## config.mk

```make
export PLATFORM = sky130hd
export DESIGN_NAME = pipe_hazard_ctrl
export DESIGN_NICKNAME = d
export VERILOG_FILES = /design/src/rtl/cpu_types_pkg.sv /design/src/rtl/hazard_detect.sv /design/src/rtl/pipe_hazard_ctrl.sv
export SDC_FILE = /design/constraint.sdc
export NUM_CORES = 1
export LEC_CHECK = 0
export ABC_AREA = 1
export CORE_ASPECT_RATIO = 0.5
export CORE_MARGIN = 2
export CORE_UTILIZATION = 40
export DETAILED_ROUTE_END_ITERATION = 8
export PLACE_DENSITY_LB_ADDON = 0.3
export SLEW_MARGIN = 0
export SYNTH_ARGS = -nofsm -noshare
export SYNTH_HDL_FRONTEND = slang
export SYNTH_HIERARCHICAL = 1
export SYNTH_SLANG_ARGS = --single-unit
```

## constraint.sdc

```tcl
create_clock -name CLK -period 4.06 [get_ports CLK]
set_input_delay 0.812 -clock CLK [delete_from_list [all_inputs] [get_ports CLK]]
set_output_delay 0.812 -clock CLK [all_outputs]
set_load 0.005 [all_outputs]
```

## src/rtl/cpu_types_pkg.sv

```systemverilog
// cpu_types_pkg
//   Shared CPU types plus the hazard-controller definitions: pipeline
//   hazard FSM state, default watchdog limit and the bundle of pipeline
//   control lines driven by the hazard controller.
//   No ports (package).
package cpu_types_pkg;

    typedef logic [4:0]  regbits_t;
    typedef logic [31:0] word_t;

    // Encoding 2'd3 is never entered on purpose; the FSM treats it as RUN-recovery.
    typedef enum logic [1:0] {
        RUN     = 2'd0,
        MEMWAIT = 2'd1,
        HALT    = 2'd2
    } hzstate_t;

    localparam int WDOG_CYCLES_DEFAULT = 1023;
    localparam int WAIT_CNT_W          = 16;

    typedef struct packed {
        logic pc_en;
        logic ifid_en;
        logic exmem_en;
        logic memwb_en;
        logic ifid_flush;
        logic idex_flush;
        logic idex_stall;
    } hz_ctl_t;

    // Whole pipeline frozen: nothing advances, ID/EX holds its contents.
    localparam hz_ctl_t CTL_FREEZE = '{pc_en: 1'b0, ifid_en: 1'b0, exmem_en: 1'b0,
                                       memwb_en: 1'b0, ifid_flush: 1'b0,
                                       idex_flush: 1'b0, idex_stall: 1'b1};
    // Normal flow: every latch loads.
    localparam hz_ctl_t CTL_GO     = '{pc_en: 1'b1, ifid_en: 1'b1, exmem_en: 1'b1,
                                       memwb_en: 1'b1, ifid_flush: 1'b0,
                                       idex_flush: 1'b0, idex_stall: 1'b0};
    // Control transfer resolved in EX: both younger instructions are wrong-path.
    localparam hz_ctl_t CTL_REDIR  = '{pc_en: 1'b1, ifid_en: 1'b1, exmem_en: 1'b1,
                                       memwb_en: 1'b1, ifid_flush: 1'b1,
                                       idex_flush: 1'b1, idex_stall: 1'b0};
    // Load-use: hold PC and IF/ID, insert one bubble into EX.
    localparam hz_ctl_t CTL_LDUSE  = '{pc_en: 1'b0, ifid_en: 1'b0, exmem_en: 1'b1,
                                       memwb_en: 1'b1, ifid_flush: 1'b0,
                                       idex_flush: 1'b1, idex_stall: 1'b0};
    // I-cache miss: hold PC, feed a bubble into ID while older work drains.
    localparam hz_ctl_t CTL_IMISS  = '{pc_en: 1'b0, ifid_en: 1'b1, exmem_en: 1'b1,
                                       memwb_en: 1'b1, ifid_flush: 1'b1,
                                       idex_flush: 1'b0, idex_stall: 1'b0};
    localparam hz_ctl_t CTL_IDLE   = '0;

endpackage

```

## src/rtl/hazard_detect.sv

```systemverilog
// hazard_detect
//   Combinational load-use detector: a load in EX whose destination is a
//   source of the instruction in ID.  Register 0 never creates a hazard.
//   Ports:
//     idex_dren     in   load in EX
//     idex_rt       in   load destination register
//     ifid_rs       in   ID source rs
//     ifid_rt       in   ID source rt
//     ifid_uses_rt  in   ID instruction actually reads rt
//     load_use      out  hazard present
module hazard_detect
    import cpu_types_pkg::*;
(
    input  logic     idex_dren,
    input  regbits_t idex_rt,
    input  regbits_t ifid_rs,
    input  regbits_t ifid_rt,
    input  logic     ifid_uses_rt,
    output logic     load_use
);

    assign load_use = idex_dren && (idex_rt != '0) &&
                      ((idex_rt == ifid_rs) || (ifid_uses_rt && (idex_rt == ifid_rt)));

endmodule

```

## src/rtl/pipe_hazard_ctrl.sv

```systemverilog
// pipe_hazard_ctrl
//   Hazard/stall controller for a 5-stage pipeline.  A small FSM
//   (RUN / MEMWAIT / HALT) plus combinational priority logic produce the
//   stage enables, bubble (flush) controls and ID/EX hold.  A watchdog
//   counts MEMWAIT cycles and raises a sticky mem_timeout.
//   Optional feature macro: PIPE_PERF_CNT_EN adds stall_cycles and
//   flush_count performance counters.
//   Ports:
//     CLK, RST                  clock (rising), synchronous active-high reset
//     ihit, dhit                fetch hit / data access complete
//     exmem_dREN, exmem_dWEN    memory op in MEM
//     idex_dREN, idex_rt        load in EX and its destination
//     ifid_rs, ifid_rt          ID sources; ifid_uses_rt = ID reads rt
//     pc_redirect               taken branch / jump resolved in EX
//     halt_in                   halt instruction in MEM
//     pc_en, ifid_en, exmem_en, memwb_en   stage enables
//     ifid_flush, idex_flush    load a bubble
//     idex_stall                hold ID/EX
//     halt_out, mem_timeout     sticky status
//     state_o                   current FSM state
//     stall_cycles, flush_count (PIPE_PERF_CNT_EN only)
module pipe_hazard_ctrl
    import cpu_types_pkg::*;
#(
    parameter int WDOG_CYCLES = WDOG_CYCLES_DEFAULT
) (
    input  logic       CLK,
    input  logic       RST,
    input  logic       ihit,
    input  logic       dhit,
    input  logic       exmem_dREN,
    input  logic       exmem_dWEN,
    input  logic       idex_dREN,
    input  regbits_t   idex_rt,
    input  regbits_t   ifid_rs,
    input  regbits_t   ifid_rt,
    input  logic       ifid_uses_rt,
    input  logic       pc_redirect,
    input  logic       halt_in,
    output logic       pc_en,
    output logic       ifid_en,
    output logic       exmem_en,
    output logic       memwb_en,
    output logic       ifid_flush,
    output logic       idex_flush,
    output logic       idex_stall,
    output logic       halt_out,
    output logic       mem_timeout,
    output logic [1:0] state_o
`ifdef PIPE_PERF_CNT_EN
    ,
    output word_t      stall_cycles,
    output word_t      flush_count
`endif
);

    localparam logic [31:0] WDOG_LIMIT = 32'(WDOG_CYCLES);
    localparam logic        WDOG_ON    = (WDOG_CYCLES != 0);

    hzstate_t              state_q, state_d;
    logic [WAIT_CNT_W-1:0] wait_cnt_q, wait_cnt_d, wait_inc;
    logic                  mem_timeout_q, mem_timeout_d;
    hz_ctl_t               ctl;
    logic                  load_use;
    logic                  memwait;

    hazard_detect u_hazard_detect (
        .idex_dren    (idex_dREN),
        .idex_rt      (idex_rt),
        .ifid_rs      (ifid_rs),
        .ifid_rt      (ifid_rt),
        .ifid_uses_rt (ifid_uses_rt),
        .load_use     (load_use)
    );

    assign memwait = (exmem_dREN || exmem_dWEN) && !dhit;

    // Next state and control outputs.  Only the highest-priority event acts.
    always_comb begin
        state_d = state_q;
        ctl     = CTL_FREEZE;
        case (state_q)
            RUN: begin
                if (halt_in) begin
                    state_d = HALT;
                end else if (memwait) begin
                    state_d = MEMWAIT;
                end else if (pc_redirect) begin
                    ctl = CTL_REDIR;
                end else if (load_use) begin
                    ctl = CTL_LDUSE;
                end else if (!ihit) begin
                    ctl = CTL_IMISS;
                end else begin
                    ctl = CTL_GO;
                end
            end
            MEMWAIT: begin
                // A redirect seen here is left alone: EX is frozen so the
                // branch stays put and is acted on in the following RUN cycle.
                if (dhit) begin
                    state_d = RUN;
                    ctl     = CTL_GO;
                end
            end
            HALT: begin
                ctl = CTL_FREEZE;
            end
            default: begin
                state_d = RUN;
            end
        endcase
        if (RST) begin
            ctl = CTL_IDLE;
        end
    end

    // Watchdog: the exit cycle of MEMWAIT still counts as a waiting cycle.
    always_comb begin
        wait_inc      = (wait_cnt_q == {WAIT_CNT_W{1'b1}}) ? wait_cnt_q : wait_cnt_q + 1'b1;
        wait_cnt_d    = '0;
        mem_timeout_d = mem_timeout_q;
        if (state_q == MEMWAIT) begin
            if (state_d == MEMWAIT) begin
                wait_cnt_d = wait_inc;
            end
            if (WDOG_ON && (32'(wait_inc) == WDOG_LIMIT)) begin
                mem_timeout_d = 1'b1;
            end
        end
    end

    always_ff @(posedge CLK) begin
        if (RST) begin
            state_q       <= RUN;
            wait_cnt_q    <= '0;
            mem_timeout_q <= 1'b0;
        end else begin
            state_q       <= state_d;
            wait_cnt_q    <= wait_cnt_d;
            mem_timeout_q <= mem_timeout_d;
        end
    end

    assign pc_en       = ctl.pc_en;
    assign ifid_en     = ctl.ifid_en;
    assign exmem_en    = ctl.exmem_en;
    assign memwb_en    = ctl.memwb_en;
    assign ifid_flush  = ctl.ifid_flush;
    assign idex_flush  = ctl.idex_flush;
    assign idex_stall  = ctl.idex_stall;
    assign halt_out    = (state_q == HALT);
    assign mem_timeout = mem_timeout_q;
    assign state_o     = state_q;

`ifdef PIPE_PERF_CNT_EN
    word_t stall_cycles_q, stall_cycles_d;
    word_t flush_count_q, flush_count_d;

    // Reset cycles already have pc_en=0 forced low but are excluded via the
    // flop reset; HALT cycles are excluded explicitly.
    always_comb begin
        stall_cycles_d = stall_cycles_q;
        flush_count_d  = flush_count_q;
        if (!ctl.pc_en && (state_q != HALT)) begin
            stall_cycles_d = stall_cycles_q + 32'd1;
        end
        if (ctl.idex_flush) begin
            flush_count_d = flush_count_q + 32'd1;
        end
    end

    always_ff @(posedge CLK) begin
        if (RST) begin
            stall_cycles_q <= '0;
            flush_count_q  <= '0;
        end else begin
            stall_cycles_q <= stall_cycles_d;
            flush_count_q  <= flush_count_d;
        end
    end

    assign stall_cycles = stall_cycles_q;
    assign flush_count  = flush_count_q;
`endif

endmodule

```

==> impl_results.md <==
* Async set or reset register ratio after synthesis at 0%
* Via count at 1587
* Setup WS pre-CTS at 0.520 ns
* EDFF count, synth at 0
* Post-cts hold buffer count at 0
* Setup CP Type: in2out
* Sink Count at 19
* First-pass GRT wire length at 5.73 mm
* Area leader, netlist: dfxtp_1
* #FFs+latches synth at 19
* Flip-flop and latch area at 380 um2
* Detailed Route WL at 3.46 mm
* Largest net degree at the start of global routing at 17
* Worst r2r dst: mem_timeout$_SDFFE_PP0P_
* Layout Nets at 317
* CTS Buf Count at 3
* Yosys top cell area share at 26.7%
* Area of the multi-input gates at 828 um2
* PostCTS Resize Cnt at 0
* Hold Vio Cnt, Final at 0
* Crit. Startpoint: idex_rt[3]
* Post-CTS setup buffers at 0
* CP max FO at 3
* Slew headroom at 69.7%
* Clock Path Buffers at 2
* Crit-path max cell delay at 0.50 ns
* Startpoint Class: primary input
* Post-synth top flop: dfxtp_1
* CP Data Required Time at 3.25 ns
* Cell count after synthesis at 255
* Clock transition at path regs at 0.06 ns
* Setup TNS at 0 ns
* # IOs at 36
* Critical R2R Launch: wait_cnt_q[0]$_SDFF_PP0_
* Hold-critical path depth at 2
* Worst hold path type: reg2reg
* Root Buffer: clkbuf_8
* Horiz. Die Dim at 88.5 um
* # rows at 15
* Buffers added on ports at 35
* Die ar. at 4090 um2
* Total leakage power at 0.815 nW
* Reg2reg path depth at 11
* Initial core utilization at 41.8%
* Post-route ant nets at 0
* Antenna Cells at 0
* DRT iter0 DRCs at 120
* GRT Total Usage at 18.3%
* Via density at 4.65
* Die height at 46.2 um
* Syn. warnings at 6
* DP HPWL at 2.77 mm
* Most numerous cell in the Yosys netlist: nand2_1
* Setup ws final at 0.544 ns
* Reg2reg setup slack at 2.12 ns
* Fillers at 349
* Critical-path cell list: clkdlybuf4s50_1 > inv_1 > nand2_1 > nand2_1 > nor2_1 > nand3_1 > a21oi_1 > inv_1 > a21oi_1 > a211oi_1 > clkdlybuf4s50_1
* Worst-Skew Late Latency at 0.26 ns
* Core Box Area at 3420 um2
* Initial antenna violation count at 0
* Status: finished clean
* P&R area growth vs syn at 29.8%
* Cell variety after synth at 22
* Max Slew Vio Count at 0
* WL/cell at 10.1 um
* Arrival time at the worst endpoint at 2.70 ns
* Number of max-cap violations at 0
* CP endpoint: pc_en
* TritonCTS clock tree: yes
* Unrepaired setup endpoints after global routing: false
* Worst clock skew at 0.00673 ns
* Post-synth top cells: 68 x nand2_1, 46 x inv_1, 45 x nor2_1
* Final period utilization at 86.6%
* Routability cong. at 0.894
* Number of global-route vias before repair at 1423
* Worst path slowest cell: clkdlybuf4s50_1
* Fin crit period at 3.52 ns
* H-Tree Level Count at 1
* VDD IR max at 0.0939 mV
* Netlist Area Pre-Place at 1430 um2
* First-pass DRT Iterations at 4
* Seq/Total Area, Yosys at 26.7%
* Top post-synthesis cells by area: dfxtp_1 27%, nand2_1 18%, inv_1 12%
* Avg Inst Size Synth at 5.59 um2
* Slew @ Worst Pin at 0.453 ns
* # setup viols final at 0
* Total grt overflow at 0
* Fmax achieved at 0.284 GHz
* # DRC at 0
* P per Cell Area at 209 nW/um2
* Synth Net Count at 281
* Share of cells above drive strength 1 at 4.48%
* CP Capture Type: output pin
-- area by class of cell --
| cell class | instances | share of cell area, % |
|---|---|---|
| multi-input combinational | 183 | 44.7 |
| inverter | 49 | 9.93 |
| sequential | 19 | 20.5 |
| timing repair buffer | 35 | 18.9 |
| clock buffer | 4 | 2.43 |
| tap | 51 | 3.45 |
-- per-layer routing --
metal,global-route usage (%),wire (um)
met1,21.9,1590
met2,31.0,1540
met3,6.45,293
met4,6.36,30
met5,0,0
-- layout by cell type (no fill, tap or decap), drive strengths merged, types with 3 or more instances in the layout --
cell type / count
nor3: 4
nor2: 49
dfxtp: 19
nand2: 70
clkdlybuf4s50: 35
inv: 49
xnor2: 3
a21oi: 13
clkbuf: 4
nand3: 21
o21ai: 11
nand4: 5
-- per-stage QoR --
step | utilization (%) | cells | power [W] | hold WS, ns | cell area [um2]
after floorplan | - | 255 | 0.000220 | 0.455 | 1430
after global placement | 52.9 | 337 | 0.000260 | 0.449 | 1810
after detailed placement | 52.9 | 337 | 0.000261 | 0.466 | 1810
after CTS | 54.2 | 341 | 0.000396 | 0.480 | 1850
after global routing | 54.2 | 341 | 0.000409 | 0.497 | 1850
final | 54.2 | 341 | 0.000388 | 0.477 | 1850
-- cells by family after synthesis --
| group | Yosys count | synth area share, % |
|---|---|---|
| AND/OR/NAND/NOR | 149 | 43.3 |
| adder cells (fa/ha/maj) | 1 | 0.877 |
| flip-flops | 19 | 26.7 |
| XOR/XNOR | 5 | 3.07 |
| buffers and inverters | 53 | 15.3 |
| AO/OA/AOI/OAI | 28 | 10.8 |
-- registers in the layout (all words and copies together) (netlist names) --
register and count:
mem_timeout 1, state_o 2, wait_cnt_q 16
-- power breakdown --
group | switching, W | leakage [nW] | internal [W]
sequential | 0.00000153 | 0.153 | 0.000188
clock | 0.0000618 | 0.0228 | 0.0000699
combinational | 0.0000268 | 0.639 | 0.0000400
total | 0.0000902 | 0.815 | 0.000298
-- worst min-delay path by stage --
stage	start	to	slack (ns)
6_report	mem_timeout$_SDFFE_PP0P_	mem_timeout$_SDFFE_PP0P_	0.48
5_1_grt	mem_timeout$_SDFFE_PP0P_	mem_timeout$_SDFFE_PP0P_	0.50
4_1_cts	mem_timeout$_SDFFE_PP0P_	mem_timeout$_SDFFE_PP0P_	0.48
3_5_place_dp	mem_timeout$_SDFFE_PP0P_	mem_timeout$_SDFFE_PP0P_	0.47
3_3_place_gp	mem_timeout$_SDFFE_PP0P_	mem_timeout$_SDFFE_PP0P_	0.45
2_1_floorplan	mem_timeout$_SDFFE_PP0P_	mem_timeout$_SDFFE_PP0P_	0.46
-- worst max-delay path, delay by kind of cell --
kind,cells,cell delay [ns]
and+or+nand+nor,4,0.30
buffers and inverters,4,1.13
AOI/OAI and AO/OA,3,0.47
No activity file was read; power rests on OpenSTA's default activity.
